===== src/rtl/bnn_layer_sequencer.sv =====
// Layer-pass controller for a 64-channel BNN datapath: weight load, psum clear,
// activation stream, pipeline drain and result pop, with registered datapath strobes.
module bnn_layer_sequencer #(
    parameter int unsigned WIDTH          = 14,
    parameter int unsigned O_CH           = 64,
    parameter int unsigned OUT_ROW_LENGTH = 4,
    parameter int unsigned DRAIN_CYC      = 64
) (
    input  logic             clk_in,
    input  logic             rst_in,
    input  logic             start_in,
    input  logic [15:0]      cfg_n_act_in,
    input  logic             cfg_keep_w_in,
    input  logic [8:0]       wt_data_in,
    input  logic             wt_valid_in,
    output logic             wt_ready_out,
    input  logic [8:0]       act_data_in,
    input  logic             act_valid_in,
    output logic             act_ready_out,
    output logic [8:0]       dp_data_out,
    output logic             dp_load_weight_out,
    output logic             dp_in_valid_out,
    output logic             dp_pop_out,
    output logic             dp_rst_n_out,
    input  logic [WIDTH-1:0] dp_sum_in,
    output logic [WIDTH-1:0] res_data_out,
    output logic [7:0]       res_index_out,
    output logic             res_valid_out,
    output logic             busy_out,
    output logic             done_out,
    output logic             err_out
);

    localparam int unsigned CNT_W   = 16;
    localparam int unsigned DATA_W  = 9;
    localparam int unsigned IDX_W   = 8;
    localparam int unsigned POP_LEN = O_CH * OUT_ROW_LENGTH;

    typedef enum logic [2:0] {
        S_IDLE,
        S_LOAD_W,
        S_CLR,
        S_STREAM,
        S_DRAIN,
        S_POP,
        S_DONE
    } state_t;

    state_t             state, state_d;
    logic [CNT_W-1:0]   cnt, cnt_d;
    logic [CNT_W-1:0]   n_act_q;
    logic               start_acc;
    logic               wt_acc;
    logic               act_acc;
    logic               underrun;
    logic [DATA_W-1:0]  dp_data_d;

    // Next-state and per-cycle handshake decode; cnt is the per-state beat/cycle counter.
    always_comb begin
        state_d   = state;
        cnt_d     = cnt;
        start_acc = 1'b0;
        wt_acc    = 1'b0;
        act_acc   = 1'b0;
        underrun  = 1'b0;
        case (state)
            S_IDLE: begin
                if (start_in) begin
                    start_acc = 1'b1;
                    cnt_d     = '0;
                    state_d   = cfg_keep_w_in ? S_CLR : S_LOAD_W;
                end
            end
            S_LOAD_W: begin
                if (wt_valid_in && wt_ready_out) begin
                    wt_acc = 1'b1;
                    cnt_d  = cnt + CNT_W'(1);
                    if (cnt == CNT_W'(O_CH - 1)) begin
                        cnt_d   = '0;
                        state_d = S_CLR;
                    end
                end else if (cnt != '0) begin
                    // A gap after the first word would desync the datapath's weight index.
                    underrun = 1'b1;
                    cnt_d    = '0;
                    state_d  = S_IDLE;
                end
            end
            S_CLR: begin
                cnt_d   = '0;
                state_d = (n_act_q == '0) ? S_DRAIN : S_STREAM;
            end
            S_STREAM: begin
                if (act_valid_in && act_ready_out) begin
                    act_acc = 1'b1;
                    cnt_d   = cnt + CNT_W'(1);
                    if (cnt == n_act_q - CNT_W'(1)) begin
                        cnt_d   = '0;
                        state_d = S_DRAIN;
                    end
                end
            end
            S_DRAIN: begin
                cnt_d = cnt + CNT_W'(1);
                if (cnt == CNT_W'(DRAIN_CYC - 1)) begin
                    cnt_d   = '0;
                    state_d = S_POP;
                end
            end
            S_POP: begin
                cnt_d = cnt + CNT_W'(1);
                if (cnt == CNT_W'(POP_LEN - 1)) begin
                    cnt_d   = '0;
                    state_d = S_DONE;
                end
            end
            S_DONE: begin
                state_d = S_IDLE;
            end
            default: begin
                cnt_d   = '0;
                state_d = S_IDLE;
            end
        endcase
    end

    always_comb begin
        dp_data_d = '0;
        if (wt_acc) begin
            dp_data_d = wt_data_in;
        end else if (act_acc) begin
            dp_data_d = act_data_in;
        end
    end

    // State, config and all registered outputs; state-aligned strobes are decoded from state_d.
    always_ff @(posedge clk_in) begin
        if (rst_in) begin
            state              <= S_IDLE;
            cnt                <= '0;
            n_act_q            <= '0;
            wt_ready_out       <= 1'b0;
            act_ready_out      <= 1'b0;
            dp_data_out        <= '0;
            dp_load_weight_out <= 1'b0;
            dp_in_valid_out    <= 1'b0;
            dp_pop_out         <= 1'b0;
            dp_rst_n_out       <= 1'b0;
            res_data_out       <= '0;
            res_index_out      <= '0;
            res_valid_out      <= 1'b0;
            busy_out           <= 1'b0;
            done_out           <= 1'b0;
            err_out            <= 1'b0;
        end else begin
            state              <= state_d;
            cnt                <= cnt_d;
            if (start_acc) begin
                n_act_q <= cfg_n_act_in;
            end
            wt_ready_out       <= (state_d == S_LOAD_W);
            act_ready_out      <= (state_d == S_STREAM);
            dp_data_out        <= dp_data_d;
            dp_load_weight_out <= wt_acc;
            dp_in_valid_out    <= act_acc;
            dp_pop_out         <= (state_d == S_POP);
            dp_rst_n_out       <= (state_d != S_CLR);
            res_valid_out      <= (state == S_POP);
            res_data_out       <= (state == S_POP) ? dp_sum_in : '0;
            res_index_out      <= (state == S_POP) ? IDX_W'(cnt) : '0;
            busy_out           <= (state_d != S_IDLE);
            done_out           <= (state_d == S_DONE);
            if (start_acc) begin
                err_out <= 1'b0;
            end else if (underrun) begin
                err_out <= 1'b1;
            end
        end
    end

endmodule


===== config.mk =====
export PLATFORM = sky130hd
export DESIGN_NAME = bnn_layer_sequencer
export DESIGN_NICKNAME = d
export VERILOG_FILES = /design/src/rtl/bnn_layer_sequencer.sv
export SDC_FILE = /design/constraint.sdc
export NUM_CORES = 1
export LEC_CHECK = 0
export BUFFER_PORTS_ARGS = -buffer_cell sky130_fd_sc_hd__buf_4
export CORE_AREA = 2 2 62 123
export DETAILED_ROUTE_END_ITERATION = 8
export DIE_AREA = 0 0 64 125
export GPL_TIMING_DRIVEN = 0
export PLACE_DENSITY = 0.75
export SETUP_SLACK_MARGIN = 0.5
export SKIP_LAST_GASP = 1
export SLEW_MARGIN = 5
export SYNTH_ARGS = -nofsm -noshare
export SYNTH_HDL_FRONTEND = slang
export SYNTH_SLANG_ARGS = --single-unit

===== constraint.sdc =====
create_clock -name clk_in -period 4.9 [get_ports clk_in]
set_input_delay 0.98 -clock clk_in [delete_from_list [all_inputs] [get_ports clk_in]]
set_output_delay 0.98 -clock clk_in [all_outputs]
set_load 0.02 [all_outputs]

==> impl_metrics.py, run 1 <==
metrics = {
    "yosys": {
        "synthTopCellsByArea": "dfxtp_1 44%, a21oi_1 4.8%, nand2_1 4.8%",
        "syn_inst": 397,
        "yosys_warnings": 0,
        "yosys.area_share.adder_pct": 1.09,
        "synth_compound_area_share_pct": 16.3,
        "synth_top_family_by_area": "simple AND/OR/NAND/NOR gates",
        "syn-num-nets": 454,
        "async_flop_share_pct": 0,
        "yosysSeqAreaShare_pct": 44.3,
        "synth_xor_area_share_pct": 5.36,
        "synth_edf_count": 0,
        "synthMuxAreaShare_pct": 1.20,
        "synth_top_area_cell": "dfxtp_1",
        "synth-main-ff-cell": "dfxtp_1",
        "synthSimpleGateAreaFrac_pct": 27.7,
        "syn_avg_cell_area_um2": 8.64,
        "synth_cell_types": 60,
        "synth_top_area_share_pct": 44.3,
        "synth_area_um2": 3430,
        "synth-seq-cells": 76,
    },
    "worst_setup_path": {
        "path_class": "reg2reg",
        "crit_fanout": 10,
        "crit_required_ns": 5.17,
        "critPathLaunchType": "register",
        "worstPathArrival_ns": 3.37,
        "endpoint_kind": "register",
    },
    "power": {
        "peakVddDrop_uv": 233,
        "power.density_nw_per_um2": 347,
        "power_leakage_nw": 1.90,
        "p_total_mw": 1.57,
    },
    "clock_tree": {
        "clockBufferDepth": 2,
        "cts_sinks": 76,
        "cts.repair.resized": 0,
        "cts_root_buf": "clkbuf_16",
        "clk_pin_slew_ns": 0.06,
        "cts-hold-fix-buffers": 0,
        "post-cts-setup-buffers": 0,
        "cts_tree": "yes",
        "clock_latency_ns": 0.34,
        "cts_max_level": 3,
        "numCtsBuffers": 9,
    },
    "global_routing": {
        "grt_max_degree": 16,
        "grt-ovfl-total": 0,
        "use_met3_pct": 3.87,
        "use_met1_pct": 27.0,
        "grt_first_pass_wirelength_mm": 13.6,
        "gr-usage-met2_pct": 35.0,
        "grt-busiest-layer": "met2",
        "antenna_found_initial": 0,
        "grt_pass1_vias": 2855,
        "grt_use_total_pct": 21.7,
    },
    "layout": {
        "syn_to_final_growth_pct": 32.1,
        "final_common_cell": "buf_4",
        "drive_gt1_share_pct": 25.8,
        "num-fill-cells": 613,
        "final_net_count": 559,
        "final_cell_mix": "95 x buf_4, 76 x dfxtp_1, 44 x nand2_1, 36 x nor2_1, 33 x a21oi_1",
        "final_core_util_pct": 63.8,
        "diodes": 0,
        "stdcell_count": 599,
    },
    "sta": {
        "finClkSkew_ns": 0.00481,
        "drv_slew": 0,
        "fmax_mhz": 322,
        "relSlewSlack_pct": 54.7,
        "fin_crit_ns": 3.11,
        "tns_ns": 0,
        "rsz0062_at_grt": "false",
        "hold_viol_final": 0,
        "worst_pin_slew_ns": 0.674,
        "setup_viol": 0,
        "finalCritPeriodShare_pct": 63.5,
    },
    "routing": {
        "postRouteAntennaNets": 0,
        "post-route-drc-count": 0,
        "drtIter0Drc": 221,
        "via_count": 3149,
        "drtPass1Iterations": 4,
        "postRouteWirelength_mm": 8.38,
        "wl_per_cell_um": 14.0,
        "viasPerCell": 5.26,
    },
    "floorplanning": {
        "rows": 44,
        "die_w_um": 64,
        "die-area_um2": 8000,
        "core_um2": 7100,
        "die-height_um": 125,
        "pin_count": 95,
        "initial_core_util_pct": 48.3,
    },
    "place": {
        "dp.cells": 583,
        "gp_congestion": 0.818,
        "dp_hpwl_mm": 6.28,
        "port_buffers": 94,
    },
    "run": {
        "maxCapViolCount": 0,
    },
    "hold_path": {
        "hold_path.class": "reg2reg",
    },
    "run_status": {
        "status": "finished, final reports clean",
    },
}
[stage by stage]
step                hold slack, ns  setup slack, ns  instance area, um^2
CTS                          0.486             1.83                 4530
finish                       0.488             1.79                 4530
global placement             0.475             1.89                 4250
global route                 0.522             1.55                 4530
floorplan                    0.459             2.21                 3430
detailed placement           0.478             1.84                 4250
[routing by layer]
| metal | share of wire, % | vias to the layer above |
|---|---|---|
| li1 | - | 1614 |
| met1 | 43 | 1446 |
| met2 | 51 | 73 |
| met3 | 3.9 | 16 |
| met4 | 2.9 | 0 |
| met5 | 0 | - |
[state kept, by name, indices dropped and copies added, names as in the netlist]
name / cells
dp_in_valid_out: 1
dp_pop_out: 1
dp_load_weight_out: 1
err_out: 1
state: 3
dp_data_out: 9
res_index_out: 8
wt_ready_out: 1
dp_rst_n_out: 1
busy_out: 1
res_data_out: 14
done_out: 1
cnt: 16
res_valid_out: 1
act_ready_out: 1
n_act_q: 16
[synthesized netlist by cell type, types with 2 or more instances]
cell       n
a21o_1     2
a21oi_1   33
a221oi_1   2
a22o_1    13
a31oi_1    9
and2_1    19
and3_1     2
and3_2     2
and4_1     2
buf_1      2
clkbuf_1  16
dfxtp_1   76
ha_1       3
inv_1     13
mux2i_1    3
nand2_1   44
nand2b_1   7
nand3_1   14
nand4_1    6
nand4b_1   2
nor2_1    36
nor2b_1    2
nor3_1    12
nor3_2     2
nor4_1     6
nor4_2     2
o21ai_0   11
o21ai_2    2
or2_2      2
or3_1      2
or4_1      2
xnor2_1   11
xor2_1    10
[critical path: stages (launching register included)]
cell      delay, ns
dfxtp_1        0.30
clkbuf_1       0.20
or4_1          0.62
nor2_1         0.24
nor4b_1        0.53
and4_1         0.30
a221oi_1       0.11
or2_2          0.32
clkbuf_1       0.21
a31oi_1        0.22
[area by class of cell]
cell class / instances / area, um^2 / area share (%)
Sequential cell: 76 / 1520 / 33.6
Tap cell: 92 / 115 / 2.54
Clock inverter: 7 / 56.3 / 1.24
Timing Repair Buffer: 94 / 706 / 15.6
Inverter: 13 / 48.8 / 1.08
Buffer: 20 / 86.3 / 1.90
Clock buffer: 9 / 225 / 4.97
Multi-Input combinational cell: 288 / 1780 / 39.2
[power breakdown]
part / total (mW) / internal (mW) / switching, mW
clock network: 0.626 / 0.350 / 0.276
registers: 0.663 / 0.640 / 0.0231
logic: 0.282 / 0.126 / 0.156
total: 1.57 / 1.12 / 0.455
[path summary, 6_finish.rpt]
path / slack, ns / cells after the start / end / from
worst max register to register: 1.79 / 9 / cnt[8]$_SDFFE_PP0P_ / cnt[12]$_SDFFE_PP0P_
worst min-delay path: 0.49 / 2 / n_act_q[14]$_SDFFE_PP0P_ / n_act_q[14]$_SDFFE_PP0P_
worst max-delay path: 1.79 / 9 / cnt[8]$_SDFFE_PP0P_ / cnt[12]$_SDFFE_PP0P_
worst min register to register: 0.49 / 2 / n_act_q[14]$_SDFFE_PP0P_ / n_act_q[14]$_SDFFE_PP0P_
[cells by family after synthesis]
kind of cell	Yosys count
multiplexers	4
buffers and inverters	33
adder cells (fa/ha/maj)	3
AND/OR/NAND/NOR	175
XOR/XNOR	21
AO/OA/AOI/OAI	85
flip-flops	76
Power figures use the tool's default switching activity.
==> inputs of run 2 (changes only) <==
==> constraint.sdc (replaced) <==
create_clock -name clk_in -period 3.1 [get_ports clk_in]
set_input_delay 0.62 -clock clk_in [delete_from_list [all_inputs] [get_ports clk_in]]
set_output_delay 0.62 -clock clk_in [all_outputs]
set_load 0.02 [all_outputs]
==> impl_metrics.py, run 2 (same netlist as run 1, synthesis figures left out) <==
metrics = {
    "floorplanning": {
        "rows": 44,
        "die-height_um": 125,
        "pin_count": 95,
        "die_w_um": 64,
        "core_um2": 7100,
        "initial_core_util_pct": 48.3,
        "die-area_um2": 8000,
    },
    "routing": {
        "postRouteAntennaNets": 0,
        "viasPerCell": 5.38,
        "postRouteWirelength_mm": 9.49,
        "drtPass1Iterations": 4,
        "via_count": 3356,
        "post-route-drc-count": 0,
        "wl_per_cell_um": 15.2,
        "drtIter0Drc": 173,
    },
    "place": {
        "dp_hpwl_mm": 6.26,
        "gp_congestion": 0.818,
        "preCtsSetupSlack_ns": 0.0361,
        "port_buffers": 94,
    },
    "global_routing": {
        "grt_first_pass_wirelength_mm": 15.2,
        "grt_use_total_pct": 24.4,
        "grt_max_degree": 15,
        "grt_pass1_vias": 3268,
        "antenna_found_initial": 0,
        "grt-ovfl-total": 0,
    },
    "layout": {
        "final_net_count": 584,
        "num-fill-cells": 546,
        "final_cell_mix": "117 x buf_4, 70 x dfxtp_1, 44 x nand2_1, 30 x nor2_1, 27 x a21oi_1",
        "reg_top3": "cnt: 16 flops, n_act_q: 16 flops, res_data_out: 14 flops",
        "final_common_cell": "buf_4",
        "drive_gt1_share_pct": 37.4,
        "syn_to_final_growth_pct": 46.7,
        "diodes": 0,
    },
    "sta": {
        "finalCritPeriodShare_pct": 89.7,
        "hold_viol_final": 0,
        "relSlewSlack_pct": 54.7,
        "worst_pin_slew_ns": 0.673,
        "fin_ws_ns": 0.321,
        "tns_ns": 0,
        "fin_crit_ns": 2.78,
        "hold_slack_ns": 0.473,
        "setup_viol": 0,
        "finClkSkew_ns": 0.00372,
        "fmax_mhz": 360,
        "drv_slew": 0,
        "rsz0062_at_grt": "true",
    },
    "worst_setup_path": {
        "crit_fanout": 6,
        "crit_required_ns": 3.31,
        "worstPathArrival_ns": 2.99,
        "critPathLaunchType": "register",
        "path_class": "reg2reg",
        "endpoint_kind": "register",
    },
    "clock_tree": {
        "cts_root_buf": "clkbuf_16",
        "numCtsBuffers": 9,
        "clock_latency_ns": 0.34,
        "cts_max_level": 3,
        "cts_sinks": 76,
        "cts-hold-fix-buffers": 0,
        "clk_pin_slew_ns": 0.06,
        "clockBufferDepth": 2,
        "cts_tree": "yes",
    },
    "run_status": {
        "status": "finished, final reports clean",
    },
    "power": {
        "peakVddDrop_uv": 372,
        "power.density_nw_per_um2": 539,
        "power_leakage_nw": 2.12,
    },
    "run": {
        "maxCapViolCount": 0,
    },
    "hold_path": {
        "hold_path.class": "in2reg",
    },
}
[run 2: critical path: stages (launching register included)]
cell and delay, ns:
dfxtp_4 0.37, inv_2 0.07, ha_4 0.13, nor3b_4 0.29
buf_6 0.17, o211ai_1 0.10, a221oi_1 0.38, a31oi_1 0.13
or4_4 0.57, a21o_4 0.25, a2bb2oi_2 0.13, nor2_1 0.05
[run 2: path summary, 6_finish.rpt]
kind	from	end	slack, ns	depth (start not counted)
worst min register to register	err_out$_SDFFE_PP0P_	err_out$_SDFFE_PP0P_	0.51	2
worst max-delay path	n_act_q[1]$_SDFFE_PP0P_	cnt[1]$_SDFFE_PP0P_	0.32	11
worst max register to register	n_act_q[1]$_SDFFE_PP0P_	cnt[1]$_SDFFE_PP0P_	0.32	11
worst min-delay path	dp_sum_in[9]	res_data_out[9]$_SDFF_PP0_	0.47	2
[run 2: cell type report]
type                            instances  area [um^2]  area share, %
Clock inverter                          6         70.1           1.39
Clock buffer                           10          239           4.75
Tap cell                               92          115           2.29
Buffer                                 20          138           2.73
Timing Repair Buffer                  119          907           18.0
Sequential cell                        76         1530           30.5
Inverter                               13         51.3           1.02
Multi-Input combinational cell        288         1980           39.4
[run 2: layer usage]
| metal | wire length [um] | part of all wire (%) | up-vias | track usage (%) |
|---|---|---|---|---|
| met4 | 447 | 4.7 | 0 | 16.0 |
| met5 | 0 | 0 | - | 0 |
| met1 | 3590 | 38 | 1546 | 25.9 |
| met3 | 468 | 4.9 | 34 | 5.04 |
| li1 | - | - | 1664 | - |
| met2 | 4980 | 52 | 112 | 42.2 |
[run 2: per-stage QoR]
step / area, um^2 / cells / total power [mW] / util (%)
floorplan: 3460 / 397 / 1.38 / -
global placement: 4280 / 583 / 1.51 / 60.3
detailed placement: 4280 / 583 / 1.52 / 60.3
CTS: 4930 / 620 / 2.68 / 69.5
global route: 5040 / 624 / 2.81 / 70.9
finish: 5040 / 624 / 2.72 / 70.9
[run 2: what timing repair did]
item                                    CTS  global route
setup buffers                            19             4
gates cloned                              2             0
resized for setup                        46            25
endpoints found under the setup margin   24            24
pin swaps                                12            10
[run 2: power breakdown]
part	total [mW]	internal (mW)	switching, mW
Sequential	1.06	1.01	0.0454
Clock	1.07	0.652	0.423
Combinational	0.584	0.290	0.295
Total	2.72	1.95	0.763
==> inputs of run 3 (changes only) <==
--- a/config.mk
+++ b/config.mk
@@ -10,7 +10,7 @@
 export DETAILED_ROUTE_END_ITERATION = 8
 export DIE_AREA = 0 0 64 125
 export GPL_TIMING_DRIVEN = 0
-export PLACE_DENSITY = 0.75
+export PLACE_DENSITY = 0.74
 export SETUP_SLACK_MARGIN = 0.5
 export SKIP_LAST_GASP = 1
 export SLEW_MARGIN = 5
==> impl_metrics.py, run 3 (same netlist as run 1, synthesis figures left out) <==
metrics = {
    "sta": {
        "rsz0062_at_grt": "true",
        "worst_pin_slew_ns": 0.667,
        "finClkSkew_ns": 0.00406,
        "finalCritPeriodShare_pct": 89.2,
        "fin_crit_ns": 2.77,
        "tns_ns": 0,
        "drv_slew": 0,
        "setup_viol": 0,
        "relSlewSlack_pct": 55.2,
        "fmax_mhz": 362,
        "hold_viol_final": 0,
    },
    "place": {
        "dp_hpwl_mm": 6.21,
        "placed_cell_area_um2": 4280,
        "gp_congestion": 0.802,
        "port_buffers": 94,
    },
    "worst_setup_path": {
        "path_class": "reg2reg",
        "crit_fanout": 3,
        "endpoint_kind": "register",
        "worstPathArrival_ns": 2.97,
        "crit_required_ns": 3.30,
        "r2r_cells": 10,
        "critPathLaunchType": "register",
    },
    "run_status": {
        "status": "finished, final reports clean",
    },
    "routing": {
        "postRouteWirelength_mm": 9.34,
        "post-route-drc-count": 0,
        "drtIter0Drc": 220,
        "via_count": 3342,
        "drtPass1Iterations": 4,
        "postRouteAntennaNets": 0,
        "viasPerCell": 5.35,
        "wl_per_cell_um": 14.9,
    },
    "power": {
        "power_leakage_nw": 2.14,
        "power.density_nw_per_um2": 517,
        "p_total_mw": 2.61,
        "peakVddDrop_uv": 408,
    },
    "layout": {
        "final_cell_mix": "117 x buf_4, 69 x dfxtp_1, 44 x nand2_1, 31 x nor2_1, 26 x a21oi_1",
        "diodes": 0,
        "drive_gt1_share_pct": 37.7,
        "final_net_count": 585,
        "num-fill-cells": 544,
        "reg_top3": "cnt: 16 flops, n_act_q: 16 flops, res_data_out: 14 flops",
        "regArea_um2": 1540,
        "syn_to_final_growth_pct": 46.8,
        "final_cell_area_um2": 5040,
        "multi_input_area_um2": 1990,
        "final_common_cell": "buf_4",
    },
    "floorplanning": {
        "die_w_um": 64,
        "initial_core_util_pct": 48.3,
        "die-area_um2": 8000,
        "pin_count": 95,
        "core_um2": 7100,
        "die-height_um": 125,
        "rows": 44,
    },
    "global_routing": {
        "grt-busiest-layer": "met2",
        "grt_use_total_pct": 22.9,
        "grt_first_pass_wirelength_mm": 14.5,
        "gr-usage-met2_pct": 38.0,
        "use_met3_pct": 4.68,
        "grt_max_degree": 15,
        "use_met1_pct": 26.8,
        "grt-ovfl-total": 0,
        "grt_pass1_vias": 3062,
        "antenna_found_initial": 0,
    },
    "clock_tree": {
        "cts_root_buf": "clkbuf_16",
        "clk_pin_slew_ns": 0.06,
        "cts_sinks": 76,
        "clock_latency_ns": 0.33,
        "clockBufferDepth": 2,
        "cts-hold-fix-buffers": 0,
        "cts_max_level": 3,
        "numCtsBuffers": 9,
        "cts_tree": "yes",
    },
    "hold_path": {
        "hold_path.class": "in2reg",
        "hold_depth": 2,
    },
    "run": {
        "maxCapViolCount": 0,
    },
}
==> run 3: cell types whose count changed in the layout (fill, tap and decap cells not counted), sizes merged <==
cell / change
buf: +2
bufinv: -1
clkbuf: -1
clkinvlp: +1
==> run 3: worst max-delay path, cell delays in order (launching register included) <==
cell and delay (ns):
dfxtp_4 0.35, inv_4 0.06, ha_4 0.14, nor3b_4 0.30, nand4b_4 0.14, or4b_1 0.47, o21a_1 0.16, or4_4 0.59
a21o_4 0.24, a2bb2oi_2 0.14, nor2_1 0.06
==> run 3: final timing paths <==
path | from | end | slack, ns
max reg2reg | n_act_q[1]$_SDFFE_PP0P_ | cnt[1]$_SDFFE_PP0P_ | 0.33
min | dp_sum_in[10] | res_data_out[10]$_SDFF_PP0_ | 0.48
min reg2reg | err_out$_SDFFE_PP0P_ | err_out$_SDFFE_PP0P_ | 0.50
max | n_act_q[1]$_SDFFE_PP0P_ | cnt[1]$_SDFFE_PP0P_ | 0.33
==> run 3: what timing repair did <==
| item | in CTS | in global routing |
|---|---|---|
| pin swaps | 8 | 20 |
| endpoints found under the setup margin | 24 | 24 |
| buffers inserted | 17 | 8 |
| gates resized for setup | 41 | 37 |
| gates cloned | 1 | 0 |
==> run 3: routing by layer <==
metal | up-vias | routed length [um]
met3 | 25 | 433
met5 | - | 0
met2 | 107 | 4830
li1 | 1659 | -
met1 | 1551 | 3720
met4 | 0 | 353
==> run 3: metrics by stage <==
step	utilization, %	hold WS [ns]	setup WS (ns)	instances
finish	70.9	0.484	0.334	625
global route	70.9	0.475	0.282	625
CTS	68.7	0.477	0.398	617
detailed placement	60.3	0.484	0.0813	583
global placement	60.3	0.478	0.122	583
floorplan	-	0.459	0.497	397
==> run 3: power by group <==
part | switching, mW | total, mW | internal (mW)
logic | 0.294 | 0.575 | 0.280
clock network | 0.409 | 0.979 | 0.570
registers | 0.0411 | 1.05 | 1.01
==> run 3: cell type report <==
class / count / share of cell area [%]
clock inverters: 6 / 0.944
flip-flops and latches: 76 / 30.5
well taps: 92 / 2.29
plain buffers: 20 / 2.86
clock buffers: 10 / 4.74
repair buffers: 120 / 18.2
multi-input cells: 288 / 39.5
inverters: 13 / 1.02
